<file path="src/rtl/ram_access_arbiter.sv">
// Round-robin arbiter sharing a single-port registered-read RAM between two
// req/ack requesters; one transaction in flight at a time, all outputs registered.
module ram_access_arbiter #(
  parameter int ADDRESS_WIDTH = 5,
  parameter int DATA_WIDTH    = 32
) (
  input  logic                     CLK,
  input  logic                     RST,
  input  logic                     req0,
  input  logic                     we0,
  input  logic [ADDRESS_WIDTH-1:0] addr0,
  input  logic [DATA_WIDTH-1:0]    wdata0,
  output logic                     ack0,
  output logic [DATA_WIDTH-1:0]    rdata0,
  input  logic                     req1,
  input  logic                     we1,
  input  logic [ADDRESS_WIDTH-1:0] addr1,
  input  logic [DATA_WIDTH-1:0]    wdata1,
  output logic                     ack1,
  output logic [DATA_WIDTH-1:0]    rdata1,
  output logic                     ram_enable,
  output logic                     ram_we,
  output logic [ADDRESS_WIDTH-1:0] ram_addr,
  output logic [DATA_WIDTH-1:0]    ram_data_in,
  input  logic [DATA_WIDTH-1:0]    ram_data_out,
  output logic                     busy,
  output logic                     grant_id
);

  typedef enum logic [1:0] {
    IDLE    = 2'd0,
    ACCESS  = 2'd1,
    CAPTURE = 2'd2,
    RESP    = 2'd3
  } state_t;

  state_t                   state_q, state_d;
  logic                     last_grant_q, last_grant_d;
  logic                     grant_id_q, grant_id_d;
  logic                     busy_q, busy_d;
  logic                     ack0_q, ack0_d;
  logic                     ack1_q, ack1_d;
  logic [DATA_WIDTH-1:0]    rdata0_q, rdata0_d;
  logic [DATA_WIDTH-1:0]    rdata1_q, rdata1_d;
  logic                     ram_enable_q, ram_enable_d;
  logic                     ram_we_q, ram_we_d;
  logic [ADDRESS_WIDTH-1:0] ram_addr_q, ram_addr_d;
  logic [DATA_WIDTH-1:0]    ram_data_in_q, ram_data_in_d;
  logic                     gnt;

  // State and output registers
  always_ff @(posedge CLK) begin
    if (RST) begin
      state_q       <= IDLE;
      last_grant_q  <= 1'b1;
      grant_id_q    <= 1'b0;
      busy_q        <= 1'b0;
      ack0_q        <= 1'b0;
      ack1_q        <= 1'b0;
      rdata0_q      <= '0;
      rdata1_q      <= '0;
      ram_enable_q  <= 1'b0;
      ram_we_q      <= 1'b0;
      ram_addr_q    <= '0;
      ram_data_in_q <= '0;
    end else begin
      state_q       <= state_d;
      last_grant_q  <= last_grant_d;
      grant_id_q    <= grant_id_d;
      busy_q        <= busy_d;
      ack0_q        <= ack0_d;
      ack1_q        <= ack1_d;
      rdata0_q      <= rdata0_d;
      rdata1_q      <= rdata1_d;
      ram_enable_q  <= ram_enable_d;
      ram_we_q      <= ram_we_d;
      ram_addr_q    <= ram_addr_d;
      ram_data_in_q <= ram_data_in_d;
    end
  end

  // Next-state logic; acks and RAM strobes are single-cycle by default
  always_comb begin
    state_d       = state_q;
    last_grant_d  = last_grant_q;
    grant_id_d    = grant_id_q;
    busy_d        = busy_q;
    ack0_d        = 1'b0;
    ack1_d        = 1'b0;
    rdata0_d      = rdata0_q;
    rdata1_d      = rdata1_q;
    ram_enable_d  = 1'b0;
    ram_we_d      = 1'b0;
    ram_addr_d    = ram_addr_q;
    ram_data_in_d = ram_data_in_q;
    gnt           = 1'b0;
    case (state_q)
      IDLE: begin
        if (req0 || req1) begin
          // On a tie the requester that did not win last time goes next
          gnt           = (req0 && req1) ? ~last_grant_q : req1;
          state_d       = ACCESS;
          ram_enable_d  = 1'b1;
          ram_we_d      = gnt ? we1 : we0;
          ram_addr_d    = gnt ? addr1 : addr0;
          ram_data_in_d = gnt ? wdata1 : wdata0;
          grant_id_d    = gnt;
          last_grant_d  = gnt;
          busy_d        = 1'b1;
        end else begin
          state_d = IDLE;
        end
      end
      ACCESS: begin
        if (ram_we_q) begin
          state_d = RESP;
          ack0_d  = ~grant_id_q;
          ack1_d  = grant_id_q;
        end else begin
          state_d = CAPTURE;
        end
      end
      CAPTURE: begin
        state_d = RESP;
        if (grant_id_q) begin
          rdata1_d = ram_data_out;
          ack1_d   = 1'b1;
        end else begin
          rdata0_d = ram_data_out;
          ack0_d   = 1'b1;
        end
      end
      RESP: begin
        busy_d  = 1'b0;
        state_d = IDLE;
      end
      default: begin
        state_d = IDLE;
        busy_d  = 1'b0;
      end
    endcase
  end

  assign ack0        = ack0_q;
  assign ack1        = ack1_q;
  assign rdata0      = rdata0_q;
  assign rdata1      = rdata1_q;
  assign ram_enable  = ram_enable_q;
  assign ram_we      = ram_we_q;
  assign ram_addr    = ram_addr_q;
  assign ram_data_in = ram_data_in_q;
  assign busy        = busy_q;
  assign grant_id    = grant_id_q;

endmodule

</file>
<file path="config.mk">
export PLATFORM = sky130hd
export DESIGN_NAME = ram_access_arbiter
export DESIGN_NICKNAME = d
export VERILOG_FILES = /design/src/rtl/ram_access_arbiter.sv
export SDC_FILE = /design/constraint.sdc
export NUM_CORES = 1
export LEC_CHECK = 0
export CAP_MARGIN = 20
export CORE_MARGIN = 5
export CORE_UTILIZATION = 43
export CTS_CLUSTER_SIZE = 40
export DETAILED_ROUTE_END_ITERATION = 6
export GPL_ROUTABILITY_DRIVEN = 0
export PLACE_DENSITY = 0.84
export SLEW_MARGIN = 40
export SYNTH_ARGS = -nofsm -noshare
export SYNTH_HDL_FRONTEND = slang
export SYNTH_SLANG_ARGS = --single-unit
</file>
<file path="constraint.sdc">
create_clock -name CLK -period 4.1 [get_ports CLK]
set_clock_uncertainty 0.15 [all_clocks]
set_input_delay 0.615 -clock CLK [delete_from_list [all_inputs] [get_ports CLK]]
set_output_delay 0.615 -clock CLK [all_outputs]
set_load 0.02 [all_outputs]
</file>
==> results of run 1 <==
## power groups by stage
stage	Combinational (mW)	Sequential [mW]	Clock, mW
3_5_place_dp	1.58	1.41	0
2_1_floorplan	0.696	1.63	0
3_3_place_gp	1.53	1.40	0
5_1_grt	1.70	1.41	0.712
4_1_cts	1.59	1.39	0.671
6_report	1.57	1.39	0.650
## logic make-up after synthesis
| kind of cell | after synthesis | share of synthesized area, % |
|---|---|---|
| simple gates | 217 | 18.8 |
| flops | 110 | 49.8 |
| compound gates | 149 | 24.7 |
| mux | 1 | 0.226 |
| buf+inv | 44 | 5.04 |
| fa+ha+maj | 5 | 1.41 |
## layout make-up
class / count / share of cell area [%]
repair buffers: 225 / 32.7
flip-flops and latches: 110 / 32.2
multi-input cells: 372 / 29.6
well taps: 136 / 2.49
clock buffers: 10 / 2.01
clock inverters: 6 / 0.897
inverters: 2 / 0.110
## registers in the layout, indices dropped and copies added (netlist names)
| register | count |
|---|---|
| rdata0 | 32 |
| busy | 1 |
| ram_we | 1 |
| ram_enable | 1 |
| ram_addr | 5 |
| state_q | 2 |
| ack0 | 1 |
| rdata1 | 32 |
| ram_data_in | 32 |
| grant_id | 1 |
| ack1 | 1 |
| last_grant_q | 1 |
## final timing paths
check                                start               to  slack [ns]  cells after the start
worst max-delay path                  req1   ram_data_in[4]        1.66                      5
worst min register to register  rdata0[12]       rdata0[12]        0.31                      2
worst max register to register  state_q[0]  ram_data_in[31]        2.05                      6
worst min-delay path            rdata0[12]       rdata0[12]        0.31                      2
## worst max-delay path, stage by stage
cell and delay (ns):
clkdlybuf4s50_1 0.60, a21boi_4 0.41, buf_4 0.47, a21oi_1 0.14, a211oi_1 0.30
## cell usage after synthesis, types with 2 or more instances
library cell,count,share of area [%]
buf_1,3,0.25
dfxtp_1,110,50
clkbuf_1,18,1.5
inv_1,2,0.17
nor2_1,42,3.6
a211oi_2,29,8.2
buf_8,2,0.68
nor2b_1,2,0.28
nand2b_1,2,0.28
ha_1,5,1.4
a21oi_2,20,4.0
nand2_1,167,14
a211oi_1,9,1.5
a21oi_1,82,9.3
buf_2,16,1.8
buf_4,2,0.34
## placed cells by master (no fill, tap or decap), drive strengths merged, types with 2 or more instances in the layout
master | netlist | routed
clkdlybuf4s50 | 0 | 217
nand2 | 167 | 167
dfxtp | 110 | 110
a21oi | 102 | 102
nor2 | 42 | 42
a211oi | 38 | 38
clkbuf | 18 | 10
buf | 24 | 8
ha | 5 | 5
inv | 2 | 5
nor2b | 2 | 2
nand2b | 2 | 2
a21boi | 2 | 2
clkinv | 0 | 2
## per-layer routing
layer  track usage [%]  share of wire, %
met4              11.7               4.5
met2              39.3                52
met3              4.73               5.3
met5                 0                 0
met1              24.3                38
==> results by group, run 1 <==
Status
  – Status: completed

Yosys
  – Post-synth cell types: 31
  – Syn Area/Cell: roughly 8.4 µm²
  – YS warnings: 0
  – Number of flops mapped to enable cells by yosys: 0
  – Post-synthesis cell area: 4420 µm²
  – Main synth FF type: dfxtp_1
  – Async S/R FF share, synth: 0%
  – Yosys reg bits: 110
  – Cells after synthesis: 526
  – Syn nets: around 640
  – Sequential share of the synthesized area: between 40% and 50%

GRT
  – Vias in the first global route: around 4.5k
  – Antenna violations before repair: 0
  – Overall global routing resource usage: a little over a fifth
  – Largest net degree at the start of global routing: between 90 and 100
  – First-pass GRT wire length: about 23000 µm
  – Total grt overflow: 0

Setup path
  – Critical path endpoint category: flip-flop
  – CP required: approximately 4.2 ns
  – Crit-path max FO: 29
  – Crit path DAT: roughly 2.6 ns
  – Startpoint types: input pin
  – Crit path kind: input pin to flip-flop

Place
  – PortBufs: around 220
  – DP Area: 6640 µm²
  – Hpwl dp: between 10000 and 15000 µm
  – Post-Place Cells: approximately 850
  – Post-place setup slack: 1.30 ns

Detailed routing
  – Post-DRT Antenna Nets: 0
  – Wire per inst: roughly 16 µm
  – Routed WL: 14000 µm
  – Drt pass-1 iters: 4
  – DR iter-0 viols: between 150 and 200
  – DRC: 0
  – Post-DR vias/cell: between 5 and 6
  – Via count: about 4.4k

CTS
  – CTS H-tree lvls: 3
  – CTS tree: built
  – # Post-CTS Setup Buffers: 0
  – Root buf cell: clkbuf_8
  – Inserted Clock Buffers: 9
  – Reg clk slew, reported paths: 0.12 ns
  – CTS max path bufs: 2
  – Worst-Skew Late Latency: approximately 0.36 ns
  – CTS resizes: 0
  – # clock sinks: 110
  – Hold Buf Count CTS: 0

Power and ir drop
  – VDD IR-drop max: roughly 0.00024 V
  – Internal power: approximately 2.2 mW
  – Total Power: roughly 3.6 mW
  – Sw Ratio: 38.6%
  – NetSw: between 1 and 1.5 mW
  – Comb power frac: a little over two fifths
  – P per Cell Area: around 530 nW/µm²
  – Leakage: 2.43 nW
  – Reg power frac: a little under two fifths
  – Clock power frac: 18.0%

Final layout
  – Layout cells sized above 1: between 10 and 15%
  – Register area: between 2000 and 2500 µm²
  – Multi-input gate area: a little over 2000 µm²
  – Final nets: 837
  – Layout fillers: roughly 820
  – Util after Layout: between 60% and 70%
  – Fin cells: ~860
  – Diode count: 0
  – Area added between synthesis and finish: 54.6%
  – Final instance area: around 6800 µm²

Timing
  – TNS Setup: 0 ns
  – Period utilisation layout: 59.6%
  – Peak Freq: 409 MHz
  – Final Hold Vio Count: 0
  – Final Max Tran Viols: 0
  – Final Setup Violations: 0
  – WHS: a little over 0.3 ns
  – Final worst setup slack: between 1.5 and 2 ns
  – RSZ-0062 raised after global routing: no
  – Worst slew pin tran: 0.763 ns
  – Min Clock Period, post-route: about 2.4 ns
  – Slew HR: 49.1%

Die
  – Chip Height: between 100 and 150 µm
  – Ports: 219
  – Die W: 111 µm
  – # rows: 37
  – Initial Util: a little over two fifths
  – DIE AREA: ~12000 µm²
  – Core Area: 10200 µm²

Min path
  – Worst min path class: flip-flop to flip-flop

Flow run
  – Max-cap violations: 0
Note: power is estimated with default switching activity, not from simulation.
==> run 2, diff against run 1 <==
--- a/config.mk
+++ b/config.mk
@@ -7,11 +7,11 @@
 export LEC_CHECK = 0
 export CAP_MARGIN = 20
 export CORE_MARGIN = 5
-export CORE_UTILIZATION = 43
+export CORE_UTILIZATION = 40
 export CTS_CLUSTER_SIZE = 40
 export DETAILED_ROUTE_END_ITERATION = 6
 export GPL_ROUTABILITY_DRIVEN = 0
-export PLACE_DENSITY = 0.84
+export PLACE_DENSITY = 0.79
 export SLEW_MARGIN = 40
 export SYNTH_ARGS = -nofsm -noshare
 export SYNTH_HDL_FRONTEND = slang
==> constraint.sdc (replaced) <==
create_clock -name CLK -period 2.5 [get_ports CLK]
set_clock_uncertainty 0.15 [all_clocks]
set_input_delay 0.375 -clock CLK [delete_from_list [all_inputs] [get_ports CLK]]
set_output_delay 0.375 -clock CLK [all_outputs]
set_load 0.02 [all_outputs]
==> run 2 against run 1 <==
  * Via count increased by 0.32%
  * Critical endpoint is now grant_id
  * Register-to-register slack got worse by 1.4 ns
  * Critical path type is now flip-flop to output pin
  * Flip-flop and latch count unchanged
  * Total power increased by 64%
  * Cell area increased by 0.97%
  * Sequential share of layout area decreased by 0.31 points
  * Worst setup slack got worse by 1.2 ns
==> results by group, run 2 (same netlist as run 1, synthesis figures left out) <==
Die
  – Chip Height: 115 µm (was 111 µm)
  – Ports: 219 (unchanged)
  – DIE AREA: 13300 µm² (was 12400 µm²)
  – Core Area: 10800 µm² (was 10200 µm²)
  – # rows: 38 (was 37)
  – Die W: 115 µm (was 111 µm)
  – Initial Util: 40.8% (was 43.4%)

GRT
  – Vias in the first global route: 4411 (was 4490)
  – First-pass GRT wire length: 22400 µm (was 22600 µm)
  – Largest net degree at the start of global routing: 68 (was 97)
  – Overall global routing resource usage: 21.0% (was 22.0%)
  – Antenna violations before repair: 0 (unchanged)
  – Total grt overflow: 0 (unchanged)

Setup path
  – R2R Setup Slk: 0.61 ns (was 2.05 ns)
  – Cell family with the largest share of critical-path delay: buffers and inverters (unchanged)
  – Slowest stage cell, crit path: clkdlybuf4s50_1 (unchanged)
  – Crit path DAT: 1.54 ns (was 2.56 ns)
  – CP peak stage delay: 0.70 ns (was 0.60 ns)
  – Startpoint types: flip-flop (was input pin)
  – CP bufs+invs: 1 (was 2)
  – Crit path kind: flip-flop to output pin (was input pin to flip-flop)
  – Crit-path max FO: 8 (was 29)
  – CP required: 1.98 ns (was 4.22 ns)
  – Crit path cell chain: clkdlybuf4s50_1 (was clkdlybuf4s50_1 > a21boi_4 > buf_4 > a21oi_1 > a211oi_1)
  – Critical path endpoint category: output pin (was flip-flop)

Power and ir drop
  – Sw Ratio: 37.9% (was 38.6%)
  – Reg power frac: 38.4% (about the same)
  – Comb power frac: 44.1% (was 43.6%)
  – P per Cell Area: 858 nW/µm² (was 528 nW/µm²)
  – Total Power: 5.92 mW (was 3.61 mW)
  – VDD IR-drop max: 0.000479 V (was 0.000244 V)
  – Clock power frac: 17.5% (was 18.0%)
  – Leakage: 2.47 nW (was 2.43 nW)
  – Internal power: 3.68 mW (was 2.22 mW)
  – NetSw: 2.25 mW (was 1.39 mW)

Timing
  – Min Clock Period, post-route: roughly 2.1 ns
  – Period utilisation layout: 82.5%
  – TNS Setup: 0 ns (unchanged)
  – Peak Freq: 485 MHz
  – Final Setup Violations: 0 (unchanged)
  – Final Max Tran Viols: 0 (unchanged)
  – Final worst setup slack: 0.438 ns (was 1.66 ns)
  – WHS: 0.257 ns (was 0.310 ns)
  – RSZ-0062 raised after global routing: no (unchanged)
  – Worst slew pin tran: 0.397 ns (was 0.763 ns)
  – Slew HR: 73.5% (was 49.1%)
  – Final Hold Vio Count: 0 (unchanged)

Final layout
  – Commonest non-fill, non-tap cell in the layout: clkdlybuf4s50_1 (unchanged)
  – Area added between synthesis and finish: 56.1% (was 54.6%)
  – Most frequent cells in the layout: 217 x clkdlybuf4s50_1, 167 x nand2_1, 110 x dfxtp_1 (was 217 x clkdlybuf4s50_1, 166 x nand2_1, 110 x dfxtp_1)
  – Layout fillers: 947 (was 817)
  – Final nets: 844 (was 837)
  – Fin cells: 872 (was 861)
  – Diode count: 0 (unchanged)
  – Layout cells sized above 1: 11.3% (was 11.0%)

Min path
  – Worst min path class: input pin to flip-flop (was flip-flop to flip-flop)

Detailed routing
  – Wire length on met3: 809 µm (was 733 µm)
  – Met2 WL: 7530 µm (was 7230 µm)
  – WL met1: 5620 µm (was 5360 µm)
  – DR top layer: met4 (unchanged)
  – Post-DR vias/cell: 5.03 (was 5.08)
  – Post-DRT Antenna Nets: 0 (unchanged)
  – Routed WL: 14200 µm (was 14000 µm)
  – Wire per inst: 16.3 µm (was 16.2 µm)
  – Via count: 4385 (was 4371)
  – DRC: 0 (unchanged)
  – Drt pass-1 iters: 7 (was 4)
  – DR iter-0 viols: 270 (was 194)

CTS
  – CTS max path bufs: 2 (unchanged)
  – CTS resizes: 0 (unchanged)
  – Root buf cell: clkbuf_8 (unchanged)
  – CTS H-tree lvls: 3 (unchanged)
  – # Post-CTS Setup Buffers: 0 (unchanged)
  – # clock sinks: 110 (unchanged)
  – Hold Buf Count CTS: 0 (unchanged)
  – Inserted Clock Buffers: 9 (unchanged)
  – Reg clk slew, reported paths: 0.10 ns (was 0.12 ns)
  – Worst-Skew Late Latency: 0.35 ns (was 0.36 ns)
  – CTS tree: built (unchanged)

Place
  – Post-place setup slack: 0.272 ns (was 1.30 ns)
  – Post-Place Cells: 856 (was 845)
  – PortBufs: 218 (unchanged)
  – Hpwl dp: 10500 µm (was 10200 µm)

Status
  – Status: completed (unchanged)

Flow run
  – Max-cap violations: 0 (unchanged)
-- run 2: cell types whose count changed in the layout (fill, tap and decap cells not counted), sizes merged --
cell / before / now
buf: 8 / 15
clkbuf: 10 / 11
inv: 5 / 4
-- run 2: power groups by stage --
stage / registers, mW / logic, mW / clock network (mW)
after floorplan: 2.68 / 1.14 / 0
after global placement: 2.30 / 2.56 / 0
after detailed placement: 2.31 / 2.63 / 0
after CTS: 2.28 / 2.64 / 1.07
after global routing: 2.32 / 2.83 / 1.15
final: 2.28 / 2.61 / 1.03
-- run 2: path summary, 6_finish.rpt --
check / to / depth (start not counted) / from
hold reg to reg: rdata0[11] / 2 / rdata0[11]
setup / recovery: grant_id / 1 / grant_id
setup reg to reg: rdata1[31] / 6 / state_q[0]
hold / removal: grant_id / 2 / RST
-- run 2: final cells by class --
type,count,area (µm²),area share [%]
inverters,2,7.51,0.109
flip-flops and latches,110,2200,31.9
clock buffers,11,151,2.19
repair buffers,232,2310,33.5
multi-input cells,372,2010,29.2
well taps,140,175,2.54
clock inverters,5,41.3,0.598
-- run 2: stage by stage --
| step | cell area [µm²] | util, % |
|---|---|---|
| finish | 6900 | 63.7 |
| global route | 6900 | 63.7 |
| CTS | 6900 | 63.7 |
| detailed placement | 6710 | 61.9 |
| global placement | 6710 | 61.9 |
| floorplan | 4420 | - |
-- run 2: layer usage --
| metal | vias up | track usage (%) |
|---|---|---|
| met5 | - | 0 |
| met4 | 0 | 6.34 |
| met3 | 18 | 4.21 |
| met2 | 160 | 38.1 |
| met1 | 2064 | 25.0 |
| li1 | 2143 | - |
